## config.mk

```make
export PLATFORM = sky130hd
export DESIGN_NAME = add_pipe
export DESIGN_NICKNAME = d
export VERILOG_FILES = /design/src/rtl/add_pipe.sv
export SDC_FILE = /design/constraint.sdc
export NUM_CORES = 1
export LEC_CHECK = 0
export BUFFER_PORTS_ARGS = -buffer_cell sky130_fd_sc_hd__buf_2
export CAP_MARGIN = 20
export CORE_MARGIN = 2
export CORE_UTILIZATION = 52
export DETAILED_ROUTE_END_ITERATION = 12
export HOLD_SLACK_MARGIN = 0.03
export PLACE_DENSITY_LB_ADDON = 0.15
export RECOVER_POWER = 100
export SETUP_SLACK_MARGIN = 0.02
export SYNTH_ARGS = -nofsm -noshare
export SYNTH_HDL_FRONTEND = slang
export SYNTH_SLANG_ARGS = --single-unit
```

## constraint.sdc

```tcl
create_clock -name clk -period 2.8 [get_ports clk]
set_input_delay 0.42 -clock clk [delete_from_list [all_inputs] [get_ports clk]]
set_output_delay 0.42 -clock clk [all_outputs]
set_load 0.05 [all_outputs]
```

## src/rtl/add_pipe.sv

```systemverilog
// add_pipe: pipelined two-operand unsigned adder with valid/ready on both sides.
//
// Operands are summed as they enter stage 0. Stages 1..STAGES-1 only delay
// {result, sat}. Every stage is elastic: it loads when empty or when its
// current contents move on in the same cycle. Because of that, bubbles
// collapse and a full pipeline still moves one transfer per cycle.
//
// Optional feature (macro ADD_PIPE_ACC_EN): a saturating WIDTH+1-bit
// accumulator. It is updated at input acceptance, so chained accumulates stay
// correct under any back-pressure. Without the macro, in_acc is ignored and
// out_sat is always 0.
//
// Parameters:
//   WIDTH   operand width in bits (>= 1)
//   STAGES  register stages from acceptance to output (1..4)
//
// Ports:
//   clk        rising-edge clock
//   rst        synchronous active-high reset
//   in_valid   operands a/b/in_acc are valid
//   in_ready   block accepts operands this cycle
//   a, b       unsigned operands
//   in_acc     accumulate request (accumulate build only)
//   out_valid  sum/out_sat hold a valid result
//   out_ready  downstream accepts the result this cycle
//   sum        WIDTH+1-bit unsigned result
//   out_sat    result was clamped (accumulate build only)

module add_pipe #(
    parameter int unsigned WIDTH  = 4,
    parameter int unsigned STAGES = 2
) (
    input  logic             clk,
    input  logic             rst,
    input  logic             in_valid,
    output logic             in_ready,
    input  logic [WIDTH-1:0] a,
    input  logic [WIDTH-1:0] b,
    input  logic             in_acc,
    output logic             out_valid,
    input  logic             out_ready,
    output logic [WIDTH:0]   sum,
    output logic             out_sat
);

    localparam int unsigned RW   = WIDTH + 1;
    localparam int unsigned Last = STAGES - 1;

    logic [STAGES-1:0] v_q;
    logic [STAGES-1:0] v_d;
    logic [STAGES-1:0] sat_q;
    logic [STAGES-1:0] sat_d;
    logic [RW-1:0]     data_q [STAGES];
    logic [RW-1:0]     data_d [STAGES];

    logic [STAGES-1:0] load;
    logic [STAGES-1:0] adv;
    logic              in_xfer;

    logic [RW-1:0]     result;
    logic              result_sat;
    logic [RW-1:0]     plain_sum;

    assign plain_sum = {1'b0, a} + {1'b0, b};

`ifdef ADD_PIPE_ACC_EN
    logic [RW-1:0] acc_q;
    logic [RW-1:0] acc_d;
    logic [RW:0]   acc_sum;

    // One extra bit holds the true a+b+acc; bit RW set means it exceeds the
    // result range and must clamp to all ones.
    always_comb begin
        acc_sum    = {2'b00, a} + {2'b00, b} + {1'b0, acc_q};
        result     = plain_sum;
        result_sat = 1'b0;
        if (in_acc) begin
            if (acc_sum[RW]) begin
                result     = '1;
                result_sat = 1'b1;
            end else begin
                result = acc_sum[RW-1:0];
            end
        end
        acc_d = in_xfer ? result : acc_q;
    end

    always_ff @(posedge clk) begin
        if (rst) begin
            acc_q <= '0;
        end else begin
            acc_q <= acc_d;
        end
    end
`else
    logic unused_in_acc;

    assign unused_in_acc = in_acc;

    always_comb begin
        result     = plain_sum;
        result_sat = 1'b0;
    end
`endif

    // Advance/load chain, resolved from the output back towards the input.
    always_comb begin
        load = '0;
        adv  = '0;

        adv[Last]  = v_q[Last] && out_ready;
        load[Last] = !v_q[Last] || adv[Last];
        for (int k = int'(Last) - 1; k >= 0; k--) begin
            adv[k]  = v_q[k] && load[k+1];
            load[k] = !v_q[k] || adv[k];
        end

        in_ready = !rst && load[0];
        in_xfer  = in_valid && in_ready;
    end

    // Data registers change only when a valid item lands in them, so the
    // output holds the last result after the pipeline drains.
    always_comb begin
        v_d    = v_q;
        sat_d  = sat_q;
        data_d = data_q;

        if (load[0]) begin
            v_d[0] = in_xfer;
            if (in_xfer) begin
                data_d[0] = result;
                sat_d[0]  = result_sat;
            end
        end

        for (int k = 1; k < int'(STAGES); k++) begin
            if (load[k]) begin
                v_d[k] = v_q[k-1];
                if (v_q[k-1]) begin
                    data_d[k] = data_q[k-1];
                    sat_d[k]  = sat_q[k-1];
                end
            end
        end
    end

    always_ff @(posedge clk) begin
        if (rst) begin
            v_q   <= '0;
            sat_q <= '0;
            for (int k = 0; k < int'(STAGES); k++) begin
                data_q[k] <= '0;
            end
        end else begin
            v_q   <= v_d;
            sat_q <= sat_d;
            for (int k = 0; k < int'(STAGES); k++) begin
                data_q[k] <= data_d[k];
            end
        end
    end

    assign out_valid = v_q[Last];
    assign sum       = data_q[Last];
    assign out_sat   = sat_q[Last];

endmodule

```

==> metrics.csv, run 1 <==
stage,metric,value,unit
setup_path,crit_required,2.38,ns
hold_path,hp-class,input pin to flop,
cells_and_area,utilization,0.590,
floorplan,fp.dieArea,1620,sq um
power_and_ir_drop,clockPowerShare,0.344,
setup_path,end_kind,output port,
setup_path,startpoint,v_q[0]$_SDFFE_PP0P_,
synth,async_flop_share,0,
clocking,insertion_delay,0.27,ns
floorplan,die_y,40.2,microns
setup_path,reg2reg_depth,3,
power_and_ir_drop,peakVddDrop,226,uV
hold_path,hp-start,in_valid,
sta,skew,0.00146,ns
setup_path,r2r_setup_slack,1.53,ns
sta,rsz0062_at_grt,false,
routing,wl_per_cell,10.6,microns
synth,yosys_warnings,0,
synth,synth_edf_count,0,
power_and_ir_drop,leakage,0.000316,uW
synth,synth.avg_cell_area,8.99,sq um
routing,vias,535,
routing,antenna_left,0,
job,max-cap-violations,0,
sta,finalCritPeriodShare,0.653,
synth,syn_inst,76,
global_routing,grt_pass1_wl,1730,microns
clocking,cts_root_buffer,clkbuf_4,
global_routing,gr-total-overflow,0,
setup_path,cp-start-kind,flop,
status,outcome,"finished, final reports clean",
clocking,cts_inserted_buffers,3,
cells_and_area,fin_nets,109,
power_and_ir_drop,power_switching,109,uW
sta,hold_violations,0,
setup_path,crit_type,flop to output port,
setup_path,critPathBufInv,1,
floorplan,dieWidth,40.2,microns
cells_and_area,antenna_cells,0,
clocking,post_cts_buffers,0,
synth,ys.flop_type,dfxtp_1,
routing,vias_per_cell,5.10,
setup_path,slowest_stage,clkbuf_1,
placed_design,dpl.hpwl,836,microns
sta,timing.fmax,547,MHz
hold_path,hold_depth,3,
sta,timing.slew.headroom,0.608,
setup_path,worst_path_largest_cell_delay,0.47,ns
global_routing,track_usage,0.171,
global_routing,antenna_found_initial,0,
synth,syn_nets,94,
setup_path,r2r_end,data_q[9]$_SDFFE_PP0P_,
routing,drt_iter0_drc,10,
setup_path,r2r_start,v_q[0]$_SDFFE_PP0P_,
clocking,path_clk_slew,0.08,ns
global_routing,grt_start_max_net_pins,15,
floorplan,core_area,1270,sq um
clocking,cts_hold_buf,0,
cells_and_area,areaGrowthSynthToFinish,9.52,%
clocking,cts_tree,done,
power_and_ir_drop,p_comb_frac,0.186,
setup_path,crit_family,buffers and inverters,
floorplan,start_util,0.538,
cells_and_area,layout-drive-gt1-share,0.211,
clocking,cts.repair.resized,0,
power_and_ir_drop,p_sw_frac,0.274,
synth,synth-seq-cells,12,
sta,worstMarginPinSlew,0.591,ns
synth,netlist_area,683,sq um
clocking,cts_max_path_buffers,2,
placed_design,port_buffers,18,
sta,setup_viol,0,
routing,drt_wl_total,1110,microns
routing,post-route-drc-count,0,
power_and_ir_drop,p_per_area,533,nW/um^2
floorplan,rows,13,
placed_design,gp_congestion,0.717,
synth,yosysUniqueCellTypes,27,
cells_and_area,n_fill_cell,130,
power_and_ir_drop,p_int,290,uW
sta,period_minus_slack,1.83,ns
synth,seq_area_frac_synth,0.352,
setup_path,worstPathArrival,1.41,ns
sta,maxSlewViolCount,0,
floorplan,ioPinCount,21,
global_routing,grt_pass1_vias,421,
hold_path,min_to,v_q[0]$_SDFFE_PP0P_,
setup_path,path_max_fanout,8,
sta,tns,0,ns
clocking,htree_levels,1,
power_and_ir_drop,seq_power_share,0.470,
clocking,clock-sinks,12,
setup_path,crit_chain,and3b_1 > nor2_1 > clkbuf_1,
routing,dr.pass1.iters,2,
[metal layers]
metal	wire length, microns	GRT usage
met3	50	0.0500
met1	513	0.182
met4	19	0.150
met5	0	0
met2	524	0.274
[worst reg2reg max path: stages (launching register included)]
cell and delay (ns):
dfxtp_1 0.44, nand3b_1 0.22, and2_0 0.28, a311oi_2 0.25
[registers in the layout, indices dropped and copies added, names as in the netlist]
signal,cells
sum,5
v_q,2
data_q,5
[worst max-delay path by stage]
| stage | end | slack [ns] | cells past startpoint |
|---|---|---|---|
| final | in_ready | 0.97 | 3 |
| after global routing | in_ready | 0.86 | 3 |
| after CTS | in_ready | 1.12 | 3 |
| after detailed placement | data_q[9]$_SDFFE_PP0P_ | 1.10 | 7 |
| after global placement | data_q[9]$_SDFFE_PP0P_ | 1.12 | 7 |
| after floorplan | in_ready | 0.94 | 2 |
[kinds of logic (layout without fill, tap and decap cells)]
logic type,count (synthesis),in the layout,synth area share
buf+inv,14,28,0.115
other cells,1,1,0.00549
flops,12,12,0.352
xor+xnor,1,1,0.0128
mux,1,1,0.0147
fa+ha+maj,5,5,0.103
compound gates,21,21,0.194
simple gates,21,21,0.203
[cell usage after synthesis (3+ instances only)]
library cell / instances / area, sq um
a21oi_1: 8 / 40.0
buf_4: 7 / 52.6
dfxtp_1: 12 / 240
ha_1: 4 / 50.1
inv_1: 6 / 22.5
nand2b_1: 3 / 18.8
nand3_1: 8 / 40.0
nor2_1: 3 / 11.3
o21ai_0: 7 / 35.0
[metrics by stage]
stage | worst slack, ns | cells | hold slack (ns) | power, uW | area [sq um]
floorplan | 0.941 | 76 | 0.438 | 254 | 683
global placement | 1.12 | 101 | 0.457 | 268 | 736
detailed placement | 1.10 | 101 | 0.462 | 269 | 736
CTS | 1.12 | 105 | 0.382 | 410 | 772
global route | 0.859 | 105 | 0.421 | 423 | 748
finish | 0.973 | 105 | 0.398 | 399 | 748
[power groups by stage]
| stage | Sequential, uW | Clock (uW) | Combinational, uW |
|---|---|---|---|
| 3_5_place_dp | 192 | 0 | 77.4 |
| 6_report | 187 | 137 | 74.1 |
| 2_1_floorplan | 192 | 0 | 61.8 |
| 4_1_cts | 188 | 144 | 77.8 |
| 5_1_grt | 189 | 152 | 83.3 |
| 3_3_place_gp | 192 | 0 | 76.4 |
[area by class of cell]
| cell class | count | area (sq um) | area share |
|---|---|---|---|
| inverter | 6 | 22.5 | 0.0301 |
| clock buffer | 4 | 36.3 | 0.0485 |
| tap | 15 | 18.8 | 0.0251 |
| timing repair buffer | 18 | 81.3 | 0.109 |
| sequential | 12 | 240 | 0.321 |
| multi-input combinational | 50 | 349 | 0.467 |
[cell usage in the layout (no fill, tap or decap), drive strengths merged, types with 2 or more instances in the layout]
master,Yosys,routed
nor2,3,3
buf,7,11
nor2b,2,2
a21oi,8,8
inv,6,6
nand3,8,8
clkbuf,1,11
ha,4,4
dfxtp,12,12
o21ai,7,7
nand2b,3,3
Power figures use the tool's default switching activity.
==> run 2: changes to the inputs <==
--- a/config.mk
+++ b/config.mk
@@ -8,7 +8,7 @@
 export BUFFER_PORTS_ARGS = -buffer_cell sky130_fd_sc_hd__buf_2
 export CAP_MARGIN = 20
 export CORE_MARGIN = 2
-export CORE_UTILIZATION = 52
+export CORE_UTILIZATION = 48
 export DETAILED_ROUTE_END_ITERATION = 12
 export HOLD_SLACK_MARGIN = 0.03
 export PLACE_DENSITY_LB_ADDON = 0.15
==> constraint.sdc (replaced) <==
create_clock -name clk -period 1.7 [get_ports clk]
set_input_delay 0.255 -clock clk [delete_from_list [all_inputs] [get_ports clk]]
set_output_delay 0.255 -clock clk [all_outputs]
set_load 0.05 [all_outputs]
==> run 2 against run 1 <==
Core utilization decreased by 1.9 points. Clock skew increased by 0.0035 ns. Cell area increased by 0.50%. Clock power increased by 65%. Global-route usage decreased by 1.5 points. Via count decreased by 1.3%. First-iteration DRC count decreased by 10%. Critical endpoint unchanged.
==> metrics.csv, run 2 (synthesis results as in run 1) <==
stage,metric,value,unit
status,outcome,"finished, final reports clean",
setup_path,crit_type,flop to output port,
setup_path,slowest_stage,dfxtp_1,
cells_and_area,layout_common_cells,"dfxtp_1, buf_2, nand3_1, a21oi_1, o21ai_0",
cells_and_area,antenna_cells,0,
sta,worstMarginPinSlew,0.588,ns
global_routing,grt.met1_usage,0.177,
clocking,path_clk_slew,0.07,ns
clocking,post_cts_buffers,0,
job,max-cap-violations,0,
clocking,htree_levels,1,
sta,fin_ws,0.217,ns
setup_path,worstPathArrival,1.23,ns
power_and_ir_drop,p_int,478,uW
power_and_ir_drop,seq_power_share,0.468,
global_routing,grt_pass1_vias,482,
power_and_ir_drop,power_switching,181,uW
cells_and_area,fin_nets,109,
routing,drt_iter0_drc,9,
placed_design,gp_congestion,0.727,
cells_and_area,layout-drive-gt1-share,0.233,
power_and_ir_drop,p_sw_frac,0.275,
global_routing,top_usage_layer,met2,
routing,post-route-drc-count,0,
sta,rsz0062_at_grt,false,
placed_design,dpl.hpwl,888,microns
sta,timing.fmax,674,MHz
floorplan,dieWidth,41.7,microns
cells_and_area,areaGrowthSynthToFinish,10.1,%
sta,hold_violations,0,
sta,skew,0.00497,ns
clocking,cts_inserted_buffers,3,
hold_path,hp-class,input pin to flop,
setup_path,cp-start-kind,flop,
routing,antenna_left,0,
setup_path,crit_required,1.44,ns
routing,wl_per_cell,10.8,microns
clocking,cts_max_path_buffers,2,
global_routing,grt_pass1_wl,2020,microns
routing,vias_per_cell,5.03,
sta,tns,0,ns
power_and_ir_drop,clockPowerShare,0.343,
sta,period_minus_slack,1.48,ns
clocking,clock-sinks,12,
setup_path,end_kind,output port,
placed_design,pre_cts_slack,0.173,ns
placed_design,port_buffers,18,
sta,timing.slew.headroom,0.609,
sta,finalCritPeriodShare,0.872,
setup_path,crit_chain,and3b_1 > nor2_2 > clkbuf_2,
sta,setup_viol,0,
setup_path,worst_path_largest_cell_delay,0.45,ns
global_routing,met3_usage,0.0391,
floorplan,ioPinCount,21,
floorplan,core_area,1320,sq um
global_routing,grt_start_max_net_pins,15,
clocking,cts.repair.resized,0,
floorplan,start_util,0.519,
routing,vias,528,
floorplan,fp.dieArea,1740,sq um
sta,maxSlewViolCount,0,
power_and_ir_drop,leakage,0.000319,uW
power_and_ir_drop,p_per_area,877,nW/um^2
clocking,insertion_delay,0.27,ns
cells_and_area,n_fill_cell,134,
clocking,cts_tree,done,
global_routing,antenna_found_initial,0,
clocking,cts_hold_buf,0,
cells_and_area,utilization,0.571,
global_routing,gr-total-overflow,0,
global_routing,track_usage,0.156,
clocking,cts_root_buffer,clkbuf_4,
routing,dr.pass1.iters,3,
floorplan,die_y,41.7,microns
routing,drt_wl_total,1130,microns
global_routing,use_met2,0.241,
power_and_ir_drop,peakVddDrop,399,uV
floorplan,rows,13,
setup_path,path_max_fanout,8,
cells_and_area,mostFrequentLayoutCell,dfxtp_1,
power_and_ir_drop,p_comb_frac,0.188,
[run 2: cell counts in the layout (fill, tap and decap cells not counted)]
No cell type changed its count.
[run 2: through the flow]
step,hold WS [ns],total power (uW),cells,area [sq um]
final,0.233,659,105,752
after floorplan,0.376,419,76,686
after CTS,0.238,667,105,774
after global placement,0.458,443,101,738
after detailed placement,0.465,446,101,738
after global routing,0.263,701,105,752
[run 2: path summary, 6_finish.rpt]
kind / from / to / slack, ns / cells past startpoint
min reg2reg: sum[2]$_SDFFE_PP0P_ / sum[2]$_SDFFE_PP0P_ / 0.48 / 2
min: in_valid / v_q[0]$_SDFFE_PP0P_ / 0.23 / 3
max reg2reg: v_q[0]$_SDFFE_PP0P_ / data_q[9]$_SDFFE_PP0P_ / 0.41 / 3
max: v_q[0]$_SDFFE_PP0P_ / in_ready / 0.22 / 3
[run 2: power by group through the flow]
stage / clock network, uW / registers [uW] / logic, uW
floorplan: 0 / 316 / 102
global placement: 0 / 316 / 126
detailed placement: 0 / 317 / 129
CTS: 227 / 310 / 130
global route: 251 / 311 / 139
finish: 226 / 309 / 124
[run 2: worst max-delay path: cells and delay by family, from the launching register on]
kind	cells	cell delay [ns]
simple gates	2	0.28
flops	1	0.45
buf+inv	1	0.24
[run 2: layer usage]
metal  wire length, microns  vias up
met5                      0        -
met3                     57        4
met2                    522       16
met4                     44        0
li1                       -      282
met1                    508      226
[run 2: area by class of cell]
class | instances | area (sq um) | area share
Timing Repair Buffer | 18 | 82.6 | 0.110
Tap cell | 15 | 18.8 | 0.0250
Sequential cell | 12 | 240 | 0.319
Clock buffer | 4 | 36.3 | 0.0483
Inverter | 6 | 22.5 | 0.0300
Multi-Input combinational cell | 50 | 352 | 0.468
==> run 3: changes to the inputs <==
--- a/config.mk
+++ b/config.mk
@@ -7,8 +7,11 @@
 export LEC_CHECK = 0
 export BUFFER_PORTS_ARGS = -buffer_cell sky130_fd_sc_hd__buf_2
 export CAP_MARGIN = 20
-export CORE_MARGIN = 2
-export CORE_UTILIZATION = 48
+export CELL_PAD_IN_SITES_DETAIL_PLACEMENT = 0
+export CELL_PAD_IN_SITES_GLOBAL_PLACEMENT = 1
+export CORE_ASPECT_RATIO = 0.9
+export CORE_MARGIN = 8
+export CORE_UTILIZATION = 38
 export DETAILED_ROUTE_END_ITERATION = 12
 export HOLD_SLACK_MARGIN = 0.03
 export PLACE_DENSITY_LB_ADDON = 0.15
==> constraint.sdc (replaced) <==
create_clock -name clk -period 1.9 [get_ports clk]
set_input_delay 0.285 -clock clk [delete_from_list [all_inputs] [get_ports clk]]
set_output_delay 0.285 -clock clk [all_outputs]
set_load 0.05 [all_outputs]
==> run 3 against run 2 <==
Routed wire length increased by 16%. Critical path type unchanged. Sequential share of layout area is 0.11 points lower. Combinational power fell by 11%. Highest routed layer unchanged. Global-route usage shrank 7.0 points. Critical path depth stayed put. Clock skew grew 0.0030 ns. Setup slack improved by 0.16 ns. Sequential power shrank 11%. Sequential cell count did not move. Register-to-register slack better by 0.16 ns. First-iteration DRC count decreased by 33%. Core utilization decreased by 12 points.
==> metrics.csv, run 3 (synthesis results as in run 1) <==
stage,metric,value,unit
clocking,clock-sinks,12,
routing,dr.pass1.iters,4,
cells_and_area,fin_area,754,sq um
status,outcome,"finished, final reports clean",
setup_path,worst_path_largest_cell_delay,0.46,ns
routing,vias,534,
setup_path,cp-start-kind,flop,
routing,wl_per_cell,11.6,microns
floorplan,core_area,1680,sq um
sta,period_minus_slack,1.52,ns
floorplan,start_util,0.406,
global_routing,grt_pass1_wl,2300,microns
sta,timing.fmax,659,MHz
setup_path,r2r_start,v_q[0]$_SDFFE_PP0P_,
placed_design,port_buffers,18,
sta,tns,0,ns
power_and_ir_drop,p_sw_frac,0.270,
clocking,cts_hold_buf,0,
job,max-cap-violations,0,
clocking,cts_max_path_buffers,2,
hold_path,hp-start,in_valid,
cells_and_area,layout-drive-gt1-share,0.211,
setup_path,crit_required,1.62,ns
power_and_ir_drop,leakage,0.000318,uW
sta,timing.slew.headroom,0.599,
cells_and_area,fin_nets,109,
routing,post-route-drc-count,0,
floorplan,rows,14,
cells_and_area,areaGrowthSynthToFinish,10.4,%
setup_path,end_kind,output port,
hold_path,hp-class,input pin to flop,
sta,maxSlewViolCount,0,
cells_and_area,mostFrequentLayoutCell,dfxtp_1,
sta,worstMarginPinSlew,0.604,ns
routing,antenna_left,0,
setup_path,crit_chain,and3b_1 > nor2_1 > clkbuf_2,
clocking,cts.repair.resized,0,
clocking,insertion_delay,0.27,ns
setup_path,slowest_stage,dfxtp_1,
setup_path,path_max_fanout,8,
cells_and_area,antenna_cells,0,
global_routing,antenna_found_initial,0,
placed_design,placed_cells,110,
setup_path,crit_family,flip-flops,
power_and_ir_drop,seq_power_share,0.472,
cells_and_area,layout_common_cells,"dfxtp_1, buf_2, nand3_1, a21oi_1, o21ai_0",
global_routing,grt_pass1_vias,555,
clocking,cts_inserted_buffers,3,
sta,skew,0.00798,ns
global_routing,track_usage,0.0868,
global_routing,gr-total-overflow,0,
sta,rsz0062_at_grt,false,
sta,setup_viol,0,
power_and_ir_drop,p_per_area,776,nW/um^2
placed_design,placed_area,747,sq um
clocking,htree_levels,1,
placed_design,gp_congestion,0.686,
floorplan,dieWidth,60.7,microns
placed_design,dpl.hpwl,1030,microns
routing,vias_per_cell,4.68,
power_and_ir_drop,clockPowerShare,0.340,
sta,finalCritPeriodShare,0.799,
power_and_ir_drop,peakVddDrop,429,uV
power_and_ir_drop,power_switching,158,uW
routing,drt_iter0_drc,6,
clocking,post_cts_buffers,0,
power_and_ir_drop,finalPower,585,uW
power_and_ir_drop,p_comb_frac,0.188,
floorplan,die_y,56.2,microns
sta,hold_violations,0,
setup_path,startpoint,v_q[0]$_SDFFE_PP0P_,
cells_and_area,layout.cells.non_filler,114,
power_and_ir_drop,p_int,427,uW
clocking,cts_root_buffer,clkbuf_4,
sta,holdWs,0.267,ns
routing,drt_wl_total,1320,microns
setup_path,critPathBufInv,1,
clocking,path_clk_slew,0.07,ns
cells_and_area,n_fill_cell,183,
setup_path,worstPathArrival,1.23,ns
global_routing,grt_start_max_net_pins,15,
floorplan,ioPinCount,21,
setup_path,crit_type,flop to output port,
clocking,cts_tree,done,
floorplan,fp.dieArea,3410,sq um
run 3: path summary, 6_finish.rpt:
kind                            endpoint  slack, ns  depth (start not counted)
setup / recovery                in_ready       0.38                          3
hold / removal       v_q[0]$_SDFFE_PP0P_       0.27                          3
setup reg to reg  data_q[9]$_SDFFE_PP0P_       0.57                          3
hold reg to reg      sum[2]$_SDFFE_PP0P_       0.47                          2
run 3: worst register-to-register path: stages (launching register included):
cell and delay, ns:
dfxtp_1 0.46, nand3b_1 0.24, and2_0 0.28, a311oi_1 0.27
run 3: stage by stage:
step	util	worst slack (ns)
2_1_floorplan	-	0.176
3_3_place_gp	0.444	0.326
3_5_place_dp	0.444	0.342
4_1_cts	0.466	0.351
5_1_grt	0.449	0.281
6_report	0.449	0.382
run 3: area by class of cell:
cell class	count	area [sq um]	share of cell area
multi-input combinational	50	343	0.454
inverter	6	22.5	0.0299
tap	24	30.0	0.0398
clock buffer	4	36.3	0.0481
sequential	12	240	0.318
timing repair buffer	18	82.6	0.109
run 3: layer usage:
layer / global-route usage / up-vias / share of wire
met4: 0.0299 / 0 / 0.0076
met2: 0.122 / 13 / 0.39
met3: 0.0485 / 2 / 0.091
met1: 0.106 / 234 / 0.51
li1: - / 285 / -
met5: 0 / - / 0
run 3: power groups by stage:
stage / clock (uW) / combinational, uW / sequential (uW)
floorplan: 0 / 91.0 / 283
global placement: 0 / 115 / 283
detailed placement: 0 / 116 / 283
CTS: 207 / 116 / 277
global route: 225 / 124 / 279
finish: 199 / 110 / 276
